<file path="config.mk">
export PLATFORM = sky130hd
export DESIGN_NAME = snoop_initiator
export DESIGN_NICKNAME = d
export VERILOG_FILES = /design/src/rtl/snoop_pkg.sv /design/src/rtl/snoop_resolve.sv /design/src/rtl/snoop_initiator.sv
export SDC_FILE = /design/constraint.sdc
export NUM_CORES = 1
export LEC_CHECK = 0
export CORE_ASPECT_RATIO = 1.1
export CORE_UTILIZATION = 38
export CTS_CLUSTER_SIZE = 25
export DETAILED_ROUTE_END_ITERATION = 10
export GPL_ROUTABILITY_DRIVEN = 0
export PLACE_DENSITY = 0.8
export SLEW_MARGIN = 10
export SYNTH_ARGS = -nofsm -noshare
export SYNTH_HDL_FRONTEND = slang
export SYNTH_SLANG_ARGS = --single-unit
</file>
<file path="constraint.sdc">
create_clock -name SCLK -period 1.9 [get_ports SCLK]
set_input_delay 0.38 -clock SCLK [delete_from_list [all_inputs] [get_ports SCLK]]
set_output_delay 0.38 -clock SCLK [all_outputs]
set_load 0.05 [all_outputs]
</file>
<file path="src/rtl/snoop_pkg.sv">
// -----------------------------------------------------------------------------
// snoop_pkg
// Shared definitions for the snoop initiator:
//   - cache line status encoding (ST_I / ST_S / ST_E / ST_M)
//   - snoop initiator FSM state encoding
//   - address split into a 16-bit tag and an 8-bit index
// Optional feature macro used by the files importing this package:
//   SNOOP_ERR_CHK_EN - builds the multi-owner / owner-with-sharer conflict check.
// -----------------------------------------------------------------------------
package snoop_pkg;

    // Per-cache 2-bit status as reported on STATUS_IN
    localparam logic [1:0] ST_I = 2'b00;
    localparam logic [1:0] ST_S = 2'b01;
    localparam logic [1:0] ST_E = 2'b10;
    localparam logic [1:0] ST_M = 2'b11;

    // Address layout: {tag, index}
    localparam int TAG_W      = 16;
    localparam int IDX_W      = 8;
    localparam int ADDR_W_DEF = TAG_W + IDX_W;

    typedef enum logic [2:0] {
        S_IDLE    = 3'd0,
        S_BCAST   = 3'd1,
        S_WAIT    = 3'd2,
        S_INV     = 3'd3,
        S_RESOLVE = 3'd4
    } state_t;

endpackage

</file>
<file path="src/rtl/snoop_resolve.sv">
// -----------------------------------------------------------------------------
// snoop_resolve
// Combinational reduction of all per-cache snoop status slices.
// Optional feature macro: SNOOP_ERR_CHK_EN (adds the conflict output).
// Ports:
//   status   in  2*NCACHE  cache k on bits [2k+1:2k]
//   any_m    out 1         some cache holds M
//   any_v    out 1         some cache holds a non-I copy
//   owner    out 3         lowest M index, else lowest E, else lowest non-I, else 0
//   conflict out 1         (SNOOP_ERR_CHK_EN only) more than one M/E holder,
//                          or an M/E holder alongside an S holder
// -----------------------------------------------------------------------------
module snoop_resolve
    import snoop_pkg::*;
#(
    parameter int NCACHE = 4
) (
    input  logic [2*NCACHE-1:0] status,
    output logic                any_m,
    output logic                any_v,
    output logic [2:0]          owner
`ifdef SNOOP_ERR_CHK_EN
    ,
    output logic                conflict
`endif
);

    logic       any_e;
    logic [2:0] m_idx;
    logic [2:0] e_idx;
    logic [2:0] v_idx;
    logic [1:0] slice;
`ifdef SNOOP_ERR_CHK_EN
    logic       any_s;
    logic [3:0] n_own;
`endif

    // Scanning from the top index down lets the last hit be the lowest index.
    always_comb begin
        any_m = 1'b0;
        any_e = 1'b0;
        any_v = 1'b0;
        m_idx = 3'd0;
        e_idx = 3'd0;
        v_idx = 3'd0;
        slice = ST_I;
`ifdef SNOOP_ERR_CHK_EN
        any_s = 1'b0;
        n_own = 4'd0;
`endif
        for (int k = NCACHE - 1; k >= 0; k--) begin
            slice = status[2*k +: 2];
            if (slice == ST_M) begin
                any_m = 1'b1;
                m_idx = 3'(k);
            end
            if (slice == ST_E) begin
                any_e = 1'b1;
                e_idx = 3'(k);
            end
            if (slice != ST_I) begin
                any_v = 1'b1;
                v_idx = 3'(k);
            end
`ifdef SNOOP_ERR_CHK_EN
            if (slice == ST_S) begin
                any_s = 1'b1;
            end
            if (slice == ST_M || slice == ST_E) begin
                n_own = n_own + 4'd1;
            end
`endif
        end
        owner = any_m ? m_idx : (any_e ? e_idx : v_idx);
`ifdef SNOOP_ERR_CHK_EN
        conflict = (n_own > 4'd1) || ((n_own != 4'd0) && any_s);
`endif
    end

endmodule

</file>
<file path="src/rtl/snoop_initiator.sv">
// -----------------------------------------------------------------------------
// snoop_initiator
// Requesting end of the snoop protocol. Takes one coherence request at a time,
// broadcasts it to all caches, resolves their statuses into the state the
// requester installs and, on a write hitting other copies, pulses PINV.
// Optional feature macro: SNOOP_ERR_CHK_EN (sticky protocol-violation flag;
// when undefined err is tied low).
//
// Handshake: a request transfers on a rising SCLK edge where req_valid and
// req_ready are both high; req_addr/req_rw are captured on that edge. req_ready
// is high only in IDLE, so the requester may hold req_valid continuously and
// each request is taken the cycle after the previous resp_valid.
//
// Ports:
//   SCLK, SRST            clock (rising edge), async active-low reset
//   req_valid/ready       request handshake, req_addr / req_rw payload
//   ADDR, RW, snoop       snoop broadcast to the caches
//   STATUS_IN             per-cache status, cache k on bits [2k+1:2k]
//   PINV                  one-cycle invalidate strobe
//   resp_valid            one-cycle result strobe with resp_state/wb/owner
//   err                   sticky conflict flag
//   fsm_state             current FSM state (observation only)
// -----------------------------------------------------------------------------
module snoop_initiator
    import snoop_pkg::*;
#(
    parameter int NCACHE = 4,
    parameter int ADDR_W = ADDR_W_DEF
) (
    input  logic                SCLK,
    input  logic                SRST,
    input  logic                req_valid,
    output logic                req_ready,
    input  logic [ADDR_W-1:0]   req_addr,
    input  logic                req_rw,
    output logic [ADDR_W-1:0]   ADDR,
    output logic                snoop,
    output logic                RW,
    input  logic [2*NCACHE-1:0] STATUS_IN,
    output logic                PINV,
    output logic                resp_valid,
    output logic [1:0]          resp_state,
    output logic                resp_wb,
    output logic [2:0]          resp_owner,
    output logic                err,
    output state_t              fsm_state
);

    state_t     state;
    logic       any_m;
    logic       any_v;
    logic [2:0] owner;
`ifdef SNOOP_ERR_CHK_EN
    logic       conflict;
    logic       conflict_q;
`endif

    assign fsm_state = state;

    snoop_resolve #(
        .NCACHE (NCACHE)
    ) u_resolve (
        .status   (STATUS_IN),
        .any_m    (any_m),
        .any_v    (any_v),
        .owner    (owner)
`ifdef SNOOP_ERR_CHK_EN
        ,
        .conflict (conflict)
`endif
    );

    // The resolved result is captured at the end of WAIT, which is the
    // registered snapshot of STATUS_IN; resp_* then hold until the next WAIT.
    always_ff @(posedge SCLK or negedge SRST) begin
        if (!SRST) begin
            state      <= S_IDLE;
            req_ready  <= 1'b1;
            ADDR       <= '0;
            RW         <= 1'b0;
            snoop      <= 1'b0;
            PINV       <= 1'b0;
            resp_valid <= 1'b0;
            resp_state <= ST_I;
            resp_wb    <= 1'b0;
            resp_owner <= 3'd0;
        end else begin
            snoop      <= 1'b0;
            PINV       <= 1'b0;
            resp_valid <= 1'b0;
            case (state)
                S_IDLE: begin
                    if (req_valid) begin
                        ADDR      <= req_addr;
                        RW        <= req_rw;
                        req_ready <= 1'b0;
                        snoop     <= 1'b1;
                        state     <= S_BCAST;
                    end
                end
                S_BCAST: begin
                    state <= S_WAIT;
                end
                S_WAIT: begin
                    resp_state <= RW ? ST_M : (any_v ? ST_S : ST_E);
                    resp_wb    <= any_m;
                    resp_owner <= owner;
                    if (RW && any_v) begin
                        PINV  <= 1'b1;
                        state <= S_INV;
                    end else begin
                        resp_valid <= 1'b1;
                        state      <= S_RESOLVE;
                    end
                end
                S_INV: begin
                    resp_valid <= 1'b1;
                    state      <= S_RESOLVE;
                end
                S_RESOLVE: begin
                    req_ready <= 1'b1;
                    state     <= S_IDLE;
                end
                default: begin
                    req_ready <= 1'b1;
                    state     <= S_IDLE;
                end
            endcase
        end
    end

`ifdef SNOOP_ERR_CHK_EN
    // err rises on the edge entering RESOLVE so it is visible in the
    // resp_valid cycle; the INV path uses the conflict captured in WAIT.
    always_ff @(posedge SCLK or negedge SRST) begin
        if (!SRST) begin
            err        <= 1'b0;
            conflict_q <= 1'b0;
        end else begin
            if (state == S_WAIT) begin
                conflict_q <= conflict;
                if (!(RW && any_v) && conflict) begin
                    err <= 1'b1;
                end
            end
            if (state == S_INV && conflict_q) begin
                err <= 1'b1;
            end
        end
    end
`else
    assign err = 1'b0;
`endif

endmodule

</file>
==> After elaboration in Yosys (flattened, before gate mapping) <==
Index checks and enable logic that the tools add are counted.
{ "totals": {"ff_bits": 38, "inputBits": 36, "wordCells": 71} }
{ "classes": {"eq_ne": 12, "n_mux": 39, "bitwise": 1, "n_reduce_logical": 9} }
{ "ops": {"columns": ["op", "count"], "rows": [
  ["$mux 2", 15],
  ["$mux 1", 18],
  ["$eq 2x2->1 const B", 8],
  ["$pmux 3 s4", 1],
  ["$mux 3", 3],
  ["$reduce_bool 2->1", 4],
  ["$eq 3x2->1 const B", 2],
  ["$pmux 1 s2", 2],
  ["$reduce_and 2->1", 2],
  ["$eq 3x1->1 const B", 1],
  ["$logic_not 3->1", 1],
  ["$reduce_or 3->1", 1],
  ["$ne 2x2->1 const B", 1],
  ["$logic_and 1x1->1", 1],
  ["$not 1->1", 1]
]} }

==> Logic depth before layout (Yosys ltp) <==
Gate-level depths: netlist (run 1).
{ "depth": {"ltp_word": 8, "depth_mapped": 5, "mapped_depth_nobuf": 4} }

==> Cells and area by module <==
From an unflattened synthesis (run 1), not the netlist that was laid out.
{ "unflattened": {"hier_cells": 113, "hier_area_um2": 1694.1} }
{ "modules_own_cells": {"columns": ["mod", "n_inst", "cells_per_inst", "area_each_um2"], "rows": [
  ["snoop_initiator", 1, 91, 1552.7],
  ["snoop_resolve", 1, 22, 141.4]
]} }

==> Worst setup path after synthesis (run 1) <==
Ideal clock, no wire load.
{ "synth_path": {"path_type": "reg-to-reg", "startpoint": "register state[2], in the netlist fsm_state[2]", "endpoint": "register ADDR[10]", "arrival_ns": 1.685, "required_time_ns": 1.775, "slack_ns": 0.090, "stages_incl_launch_ff": 6, "cell_sequence": "dfrtp_1 nor2_1 and2_1 buf_2 buf_2 mux2_2"} }
{ "synth_between": {"elab_chain_len": 2} }
{ "synth_lines": {"columns": ["item", "line_no", "rtl"], "rows": [
  ["start: declaration", "snoop_initiator.sv:49", "state_t state;"],
  ["start signal: assignment", "snoop_initiator.sv:77", "state <= S_IDLE;"],
  ["start signal: assignment", "snoop_initiator.sv:98", "state <= S_BCAST;"],
  ["start signal: assignment", "snoop_initiator.sv:102", "state <= S_WAIT;"],
  ["$logic_not 3->1", "snoop_initiator.sv:91", "case (state)"],
  ["$reduce_and 2->1 (no line)", null, null],
  ["end signal: assignment", "snoop_initiator.sv:94", "ADDR <= req_addr;"],
  ["end: declaration", "snoop_initiator.sv:36", "output logic [ADDR_W-1:0] ADDR,"]
]} }
Every way passes these cells.
A chain may end at the register's enable or synchronous reset.

==> Final worst setup path (run 1) <==
{ "layout_path": {"startpoint": "register ADDR[9]", "endpoint": "output ADDR[9]"} }
No word-level cell between the ends.

==> results of run 1 <==
power by group:
group | total [mW] | leakage [nW] | internal, mW | switching (mW)
Combinational | 2.92 | 0.542 | 1.05 | 1.87
Sequential | 1.40 | 0.443 | 1.18 | 0.222
Clock | 0.501 | 0.0422 | 0.257 | 0.244
how the worst max path moves through the flow:
stage                            start       endpoint  slack, ns  depth (start not counted)
after floorplan           fsm_state[2]       ADDR[10]       0.09                          5
after global placement    STATUS_IN[2]   fsm_state[0]      -0.14                          5
after detailed placement  STATUS_IN[2]  resp_owner[1]      -0.19                          5
after CTS                     ADDR[21]       ADDR[21]       0.06                          1
after global routing           ADDR[4]        ADDR[4]       0.02                          1
final                          ADDR[9]        ADDR[9]       0.07                          1
through the flow:
| step | hold WS, ns | TNS [ns] | utilization, % | instances | power [mW] |
|---|---|---|---|---|---|
| 4_1_cts | 0.4911 | 0 | 64.42 | 254 | 4.873 |
| 3_3_place_gp | 0.4663 | -0.5333 | 62.26 | 246 | 4.288 |
| 2_1_floorplan | 0.08441 | 0 | - | 120 | 3.351 |
| 3_5_place_dp | 0.4760 | -0.9425 | 62.26 | 246 | 4.365 |
| 5_1_grt | 0.5161 | 0 | 64.42 | 254 | 5.067 |
| 6_report | 0.4853 | 0 | 64.42 | 254 | 4.827 |
per-layer routing:
layer / routed length (µm) / up-vias / track usage, %
met5: 0 / - / 0
met1: 1512 / 574 / 19.98
met3: 218 / 3 / 4.770
met4: 28 / 0 / 8.721
met2: 1750 / 63 / 29.08
li1: - / 590 / -
kinds of logic (layout without fill, tap and decap cells):
| kind of cell | after synthesis | after routing | synth area share (%) |
|---|---|---|---|
| other | 1 | 2 | 0.2429 |
| AOI/OAI and AO/OA | 19 | 19 | 8.753 |
| buffers and inverters | 7 | 91 | 2.430 |
| muxes | 25 | 25 | 18.23 |
| DFF | 37 | 37 | 60.05 |
| and+or+nand+nor | 30 | 30 | 10.29 |
sequential cells by signal, indices dropped and copies added, names as in the netlist:
name / cells
ADDR: 24
PINV: 1
RW: 1
fsm_state: 3
req_ready: 1
resp_owner: 2
resp_state: 2
resp_valid: 1
resp_wb: 1
snoop: 1
area by class of cell:
| type | count | area [µm²] |
|---|---|---|
| Clock buffer | 7 | 76.32 |
| Sequential cell | 37 | 927.1 |
| Tap cell | 50 | 62.56 |
| Fill cell | 295 | 1341 |
| Timing Repair Buffer | 82 | 770.7 |
| Multi-Input combinational cell | 76 | 583.1 |
| Clock inverter | 1 | 5.005 |
| Inverter | 1 | 3.754 |
synthesized netlist by cell type (all sizes together) (2+ instances only):
master	count
a31oi	2
a21oi	2
nor2	10
nor2b	3
o21ai	5
nand2b	3
nand2	5
dfrtp	36
buf	5
or4	2
mux2	25
nor3b	3
a221oi	2
==> impl_metrics.toml, run 1 <==
[run_status]
outcome = "finished clean"

[yosys]
synth.avg_cell_area_um2 = 12.97
ys_seq_area_share_pct = 60.05
async_flop_share_pct = 100.0
yosys-top-cells-area = "dfrtp_1 (58%), mux2_2 (16%), nor2_1 (2.4%)"
netlist_area_um2 = 1544
syn_inst = 119
ys_warn_count = 0
synth_top_area_share_pct = 58.35
synth-edff-count = 0
ys_types = 33
synthFlopType = "dfrtp_1"
yosys.area.top_type = "dfrtp_1"
synth-seq-cells = 37

[clocking]
clk_pin_slew_ns = 0.07
cts_buffers = 5
cts_resized = 0
htreeDepth = 2
tritoncts = "done"
clockRootBuffer = "clkbuf_8"
clockBufferDepth = 2
cts_hold_buf = 0
clock_latency_ns = 0.28
post-cts-setup-buffer-count = 0
cts.sinks = 37

[place]
dp_hpwl_mm = 2.682
post_dp_cell_area_um2 = 2347
dp_worst_setup_slack_ns = -0.1888
port_buffers = 72

[sta]
rsz0062_at_grt = "false"
finClkSkew_ns = 0.006749
maxSlewViolCount = 0
setup_ws_ns = 0.07231
min_period_over_period_pct = 96.19
slew_headroom_pct = 65.28
finalSetupViolations = 0
hold_viol = 0
tightest_slew_ns = 0.5191
post-route-min-period_ns = 1.828
fmax_mhz = 547.1

[setup_path]
reg2regPathDepth = 4
cp_num_buf_inv = 1
crit_type = "reg -> out"
slowest_stage = "clkdlybuf4s50_1"
r2r_end = "ADDR[15]"
critical_path_required_ns = 1.52
crit_chain = "clkdlybuf4s50_1"
reg2reg_slack_ns = 0.35
crit_fanout = 2
crit_path_start_kind = "flip-flop"
worst-endpoint-arrival_ns = 1.45
crit_family = "buffers and inverters"
max_stage_delay_ns = 0.81
reg2reg_from = "fsm_state[2]"
end_kind = "output port"

[global_route]
grt_pass1_vias = 1170
gr-usage-all-layers_pct = 17.02
antenna_found_initial = 0
grt_first_pass_wirelength_mm = 5.451
grt_max_degree = 38
overflow = 0

[min_path]
min_from = "ADDR[11]"
worstHoldPathCells = 1
hold_class = "reg -> reg"
min_to = "ADDR[11]"

[drt]
detail_route.wirelength_mm = 3.509
drt-wirelength-per-cell_um = 13.81
remaining_drc_errors = 0
ant_nets = 0
avgViaCountPerCell = 4.843
vias = 1230
firstDrtPassIters = 4
drt_iter0_markers = 47

[pwr]
ir_drop_mv = 0.6345
power_density_nw_per_um2 = 1988
p_leak_nw = 1.027

[cells_and_area]
final_cell_area_um2 = 2429
diodes = 0
nets = 239
final_common_cell = "clkdlybuf4s50_1"
drive_gt1_share_pct = 25.00
final_cell_mix = "clkdlybuf4s50_1 (62), dfrtp_1 (36), mux2_2 (22), buf_4 (20), nor2_1 (10)"
synthToLayoutAreaGrowth_pct = 57.29

[floorplanning]
num_rows = 23
die_area_um2 = 4322
die_w_um = 62.78
initial_core_util_pct = 40.96
die_y_um = 68.86
core_um2 = 3770
top_level_ports = 75

[flow_run]
cap_violations = 0
(Power assumes the default switching activity.)
==> run 2, diff against run 1 <==
--- a/config.mk
+++ b/config.mk
@@ -6,11 +6,11 @@
 export NUM_CORES = 1
 export LEC_CHECK = 0
 export CORE_ASPECT_RATIO = 1.1
-export CORE_UTILIZATION = 38
+export CORE_UTILIZATION = 35
 export CTS_CLUSTER_SIZE = 25
 export DETAILED_ROUTE_END_ITERATION = 10
 export GPL_ROUTABILITY_DRIVEN = 0
-export PLACE_DENSITY = 0.8
+export PLACE_DENSITY_LB_ADDON = 0.05
 export SLEW_MARGIN = 10
 export SYNTH_ARGS = -nofsm -noshare
 export SYNTH_HDL_FRONTEND = slang
==> run 2 against run 1 <==
Compared with the run above: utilization decreased by 3.1 points; clock power grew 59%; power is 6.4% higher; first-iteration DRC count down 23%; highest routed layer unchanged; non-clock buffer count up 2; worst setup slack worse by 0.0060 ns; worst hold slack got worse by 0.30 ns; critical endpoint is now ADDR[21]; fmax is 0.33% lower.
==> impl_metrics.toml, run 2 (synthesized netlist as in run 1, its figures left out) <==
[sta]
slew_headroom_pct = 45.46
tightest_slew_ns = 0.8181
hold_viol = 0
rsz0062_at_grt = "false"
finClkSkew_ns = 0.005043
min_period_over_period_pct = 96.51
maxSlewViolCount = 0
post-route-min-period_ns = 1.834
fmax_mhz = 545.4
finalSetupViolations = 0

[cells_and_area]
fill_cells = 354
final_common_cell = "clkdlybuf4s50_1"
drive_gt1_share_pct = 27.18
utilization_pct = 61.37
diodes = 0
final_cell_mix = "clkdlybuf4s50_1 (61), dfrtp_1 (36), mux2_2 (22), buf_4 (21), nor2_1 (10)"
nets = 241
stdcell_count = 258
largest-register = "ADDR"
synthToLayoutAreaGrowth_pct = 62.32
largest_reg_flops = 24

[global_route]
antenna_found_initial = 0
gr-usage-all-layers_pct = 16.01
overflow = 0
grt_max_degree = 38
grt_pass1_vias = 1263
grt_first_pass_wirelength_mm = 5.692

[place]
placedCellCount = 250
port_buffers = 72
dp_hpwl_mm = 2.609

[setup_path]
crit_family = "buffers and inverters"
reg2reg_slack_ns = 0.32
worst-endpoint-arrival_ns = 1.45
crit_chain = "clkdlybuf4s50_1"
crit_fanout = 2
reg2regPathDepth = 4
max_stage_delay_ns = 0.80
reg2reg_from = "fsm_state[2]"
r2r_end = "ADDR[11]"
crit_path_start_kind = "flip-flop"
critical_path_required_ns = 1.52
crit_type = "reg -> out"
slowest_stage = "clkdlybuf4s50_1"
setup.worst_path.start = "ADDR[21]"
cp_num_buf_inv = 1
end_kind = "output port"

[floorplanning]
num_rows = 24
die_area_um2 = 4681
core_um2 = 4084
die_w_um = 65.33
top_level_ports = 75
initial_core_util_pct = 37.81
die_y_um = 71.66

[clocking]
post-cts-setup-buffer-count = 0
cts_buffers = 5
clock_latency_ns = 0.28
cts_hold_buf = 0
clk_pin_slew_ns = 0.07
tritoncts = "done"
htreeDepth = 2
cts_resized = 0
clockRootBuffer = "clkbuf_8"
clockBufferDepth = 2
cts.sinks = 37

[drt]
drt-wirelength-per-cell_um = 13.44
firstDrtPassIters = 4
vias = 1261
drt_iter0_markers = 36
ant_nets = 0
remaining_drc_errors = 0
detail_route.wirelength_mm = 3.468
avgViaCountPerCell = 4.888

[pwr]
total_power_mw = 5.135
p_leak_nw = 1.066
power_density_nw_per_um2 = 2049
ir_drop_mv = 1.074

[run_status]
outcome = "finished clean"

[min_path]
hold_class = "in -> async"

[flow_run]
cap_violations = 0
-- run 2: through the flow --
stage / cell area [µm²] / setup WS, ns / hold slack [ns] / setup TNS [ns]
floorplan: 1548 / 0.08988 / 0.08441 / 0
global placement: 2372 / -0.08724 / 0.4691 / -0.2667
detailed placement: 2372 / -0.1094 / 0.4811 / -0.4753
CTS: 2506 / 0.04839 / 0.2057 / 0
global route: 2506 / 0.01904 / 0.2271 / 0
finish: 2506 / 0.06633 / 0.1837 / 0
-- run 2: per-layer routing --
metal	vias to the layer above	part of all wire, %	track usage [%]
met2	56	49	27.61
met4	0	1.4	6.039
met1	608	42	17.83
met3	7	8.0	5.892
met5	-	0	0
li1	590	-	-
-- run 2: worst max path at each step --
stage	to	slack (ns)	depth (start not counted)
2_1_floorplan	ADDR[10]	0.09	5
3_3_place_gp	resp_owner[1]	-0.09	5
3_5_place_dp	resp_owner[1]	-0.11	5
4_1_cts	ADDR[21]	0.05	1
5_1_grt	ADDR[21]	0.02	1
6_report	ADDR[21]	0.07	1
-- run 2: cell type report --
class	instances	area [µm²]	share of cell area (%)
Clock buffer	5	68.82	2.746
Clock inverter	3	65.06	2.596
Inverter	1	3.754	0.1498
Multi-Input combinational cell	76	583.1	23.27
Sequential cell	37	927.1	36.99
Tap cell	52	65.06	2.596
Timing Repair Buffer	84	793.3	31.65
-- run 2: power by group --
part | total [mW] | internal (mW) | leakage (nW) | switching [mW]
clock | 0.798 | 0.521 | 0.0681 | 0.277
combinational | 2.93 | 1.08 | 0.556 | 1.85
sequential | 1.41 | 1.18 | 0.443 | 0.225
total | 5.13 | 2.78 | 1.07 | 2.35
==> run 3, diff against run 2 <==
--- a/config.mk
+++ b/config.mk
@@ -5,6 +5,7 @@
 export SDC_FILE = /design/constraint.sdc
 export NUM_CORES = 1
 export LEC_CHECK = 0
+export CAP_MARGIN = 20
 export CORE_ASPECT_RATIO = 1.1
 export CORE_UTILIZATION = 35
 export CTS_CLUSTER_SIZE = 25
==> constraint.sdc (replaced) <==
create_clock -name SCLK -period 2.12 [get_ports SCLK]
set_input_delay 0.424 -clock SCLK [delete_from_list [all_inputs] [get_ports SCLK]]
set_output_delay 0.424 -clock SCLK [all_outputs]
set_load 0.05 [all_outputs]
==> run 3 against run 2 <==
Compared with the run above: clock power decreased by 40%; non-clock buffer count decreased by 4; power decreased by 15%; clock skew increased by 0.0020 ns; first-iteration DRC count decreased by 36%; die area unchanged; critical path depth unchanged; register-to-register slack improved by 0.21 ns; wire length decreased by 2.5%; cell count decreased by 1.9%; via count decreased by 1.7%; cell area decreased by 2.6%; largest power group unchanged; highest routed layer unchanged.
==> impl_metrics.toml, run 3 (synthesized netlist as in run 1, its figures left out) <==
[setup_path]
crit_type = "reg -> out"
end_kind = "output port"
worst-endpoint-arrival_ns = 1.60
max_stage_delay_ns = 0.80
crit_path_start_kind = "flip-flop"
slowest_stage = "clkdlybuf4s50_1"
crit_fanout = 2
critical_path_required_ns = 1.70
cp_num_buf_inv = 1
crit_family = "buffers and inverters"
crit_chain = "clkdlybuf4s50_1"

[cells_and_area]
utilization_pct = 59.77
largest_reg_flops = 24
drive_gt1_share_pct = 19.90
nets = 237
largest-register = "ADDR"
synthToLayoutAreaGrowth_pct = 58.10
seq_area_um2 = 927.1
stdcell_count = 253
multi_input_area_um2 = 583.1
fill_cells = 340
final_common_cell = "clkdlybuf4s50_1"
diodes = 0
final_cell_mix = "clkdlybuf4s50_1 (71), dfrtp_1 (36), mux2_2 (22), nor2_1 (10), buf_4 (8)"
final_cell_area_um2 = 2441

[floorplanning]
num_rows = 24
top_level_ports = 75
initial_core_util_pct = 37.81
die_area_um2 = 4681
core_um2 = 4084
die_y_um = 71.66
die_w_um = 65.33

[clocking]
cts_resized = 0
clockRootBuffer = "clkbuf_8"
htreeDepth = 2
cts_hold_buf = 0
tritoncts = "done"
clockBufferDepth = 2
post-cts-setup-buffer-count = 0
cts.sinks = 37
clk_pin_slew_ns = 0.06
clock_latency_ns = 0.28
cts_buffers = 5

[sta]
finalSetupViolations = 0
finClkSkew_ns = 0.007075
fin_hold_ws_ns = 0.2303
tightest_slew_ns = 0.7950
rsz0062_at_grt = "false"
hold_viol = 0
fmax_mhz = 493.1
min_period_over_period_pct = 95.67
maxSlewViolCount = 0
slew_headroom_pct = 47.00
post-route-min-period_ns = 2.028

[drt]
remaining_drc_errors = 0
drt-wirelength-per-cell_um = 13.37
avgViaCountPerCell = 4.901
ant_nets = 0
detail_route.wirelength_mm = 3.382
drt_iter0_markers = 23
vias = 1240
firstDrtPassIters = 4

[place]
dp_hpwl_mm = 2.481
post_dp_cell_area_um2 = 2355
port_buffers = 72
placedCellCount = 246

[global_route]
overflow = 0
grt_max_degree = 38
grt_pass1_vias = 1287
antenna_found_initial = 0
gr-usage-all-layers_pct = 16.20
grt_first_pass_wirelength_mm = 5.727

[pwr]
ir_drop_mv = 0.9647
power_density_nw_per_um2 = 1790
total_power_mw = 4.369
p_leak_nw = 1.008

[flow_run]
cap_violations = 0

[run_status]
outcome = "finished clean"

[min_path]
hold_class = "in -> async"
## run 3: cell count changes in the layout (fill, tap and decap cells not counted)
cell,before,now
buf_12,1,0
clkbuf_1,0,1
clkdlybuf4s50_1,61,71
clkbuf_8,5,6
bufinv_16,2,0
clkinv_2,1,0
buf_4,21,8
## run 3: per-stage QoR
step,setup TNS (ns),worst slack [ns]
after detailed placement,-0.03246,-0.01990
after global routing,0,0.01117
after CTS,0,0.07367
final,0,0.09188
after floorplan,0,0.3099
after global placement,0,0.04499
## run 3: final timing paths
| path | start | end | slack [ns] | cells after the start |
|---|---|---|---|---|
| min | SRST | ADDR[3] | 0.23 | 1 |
| min in group SCLK | ADDR[11] | ADDR[11] | 0.48 | 1 |
| max reg2reg | fsm_state[2] | ADDR[5] | 0.53 | 5 |
| max | req_ready | req_ready | 0.09 | 1 |
| min reg2reg | ADDR[11] | ADDR[11] | 0.48 | 1 |
| max in group asynchronous | SRST | ADDR[4] | 1.39 | 1 |
## run 3: routing by layer
layer	GRT usage (%)	part of all wire, %	wire length, µm
met1	18.60	41	1403
met4	7.246	1.6	55
met3	5.096	8.0	271
met5	0	0	0
met2	27.38	49	1652
## run 3: report_power, final
group          internal (mW)  switching, mW
logic                  0.978           1.66
clock network          0.258          0.222
registers               1.06          0.193
## run 3: area by class of cell
class,count,area share [%]
multi-input cells,76,23.89
clock buffers,7,3.537
repair buffers,80,31.78
flip-flops and latches,37,37.98
well taps,52,2.665
inverters,1,0.1538
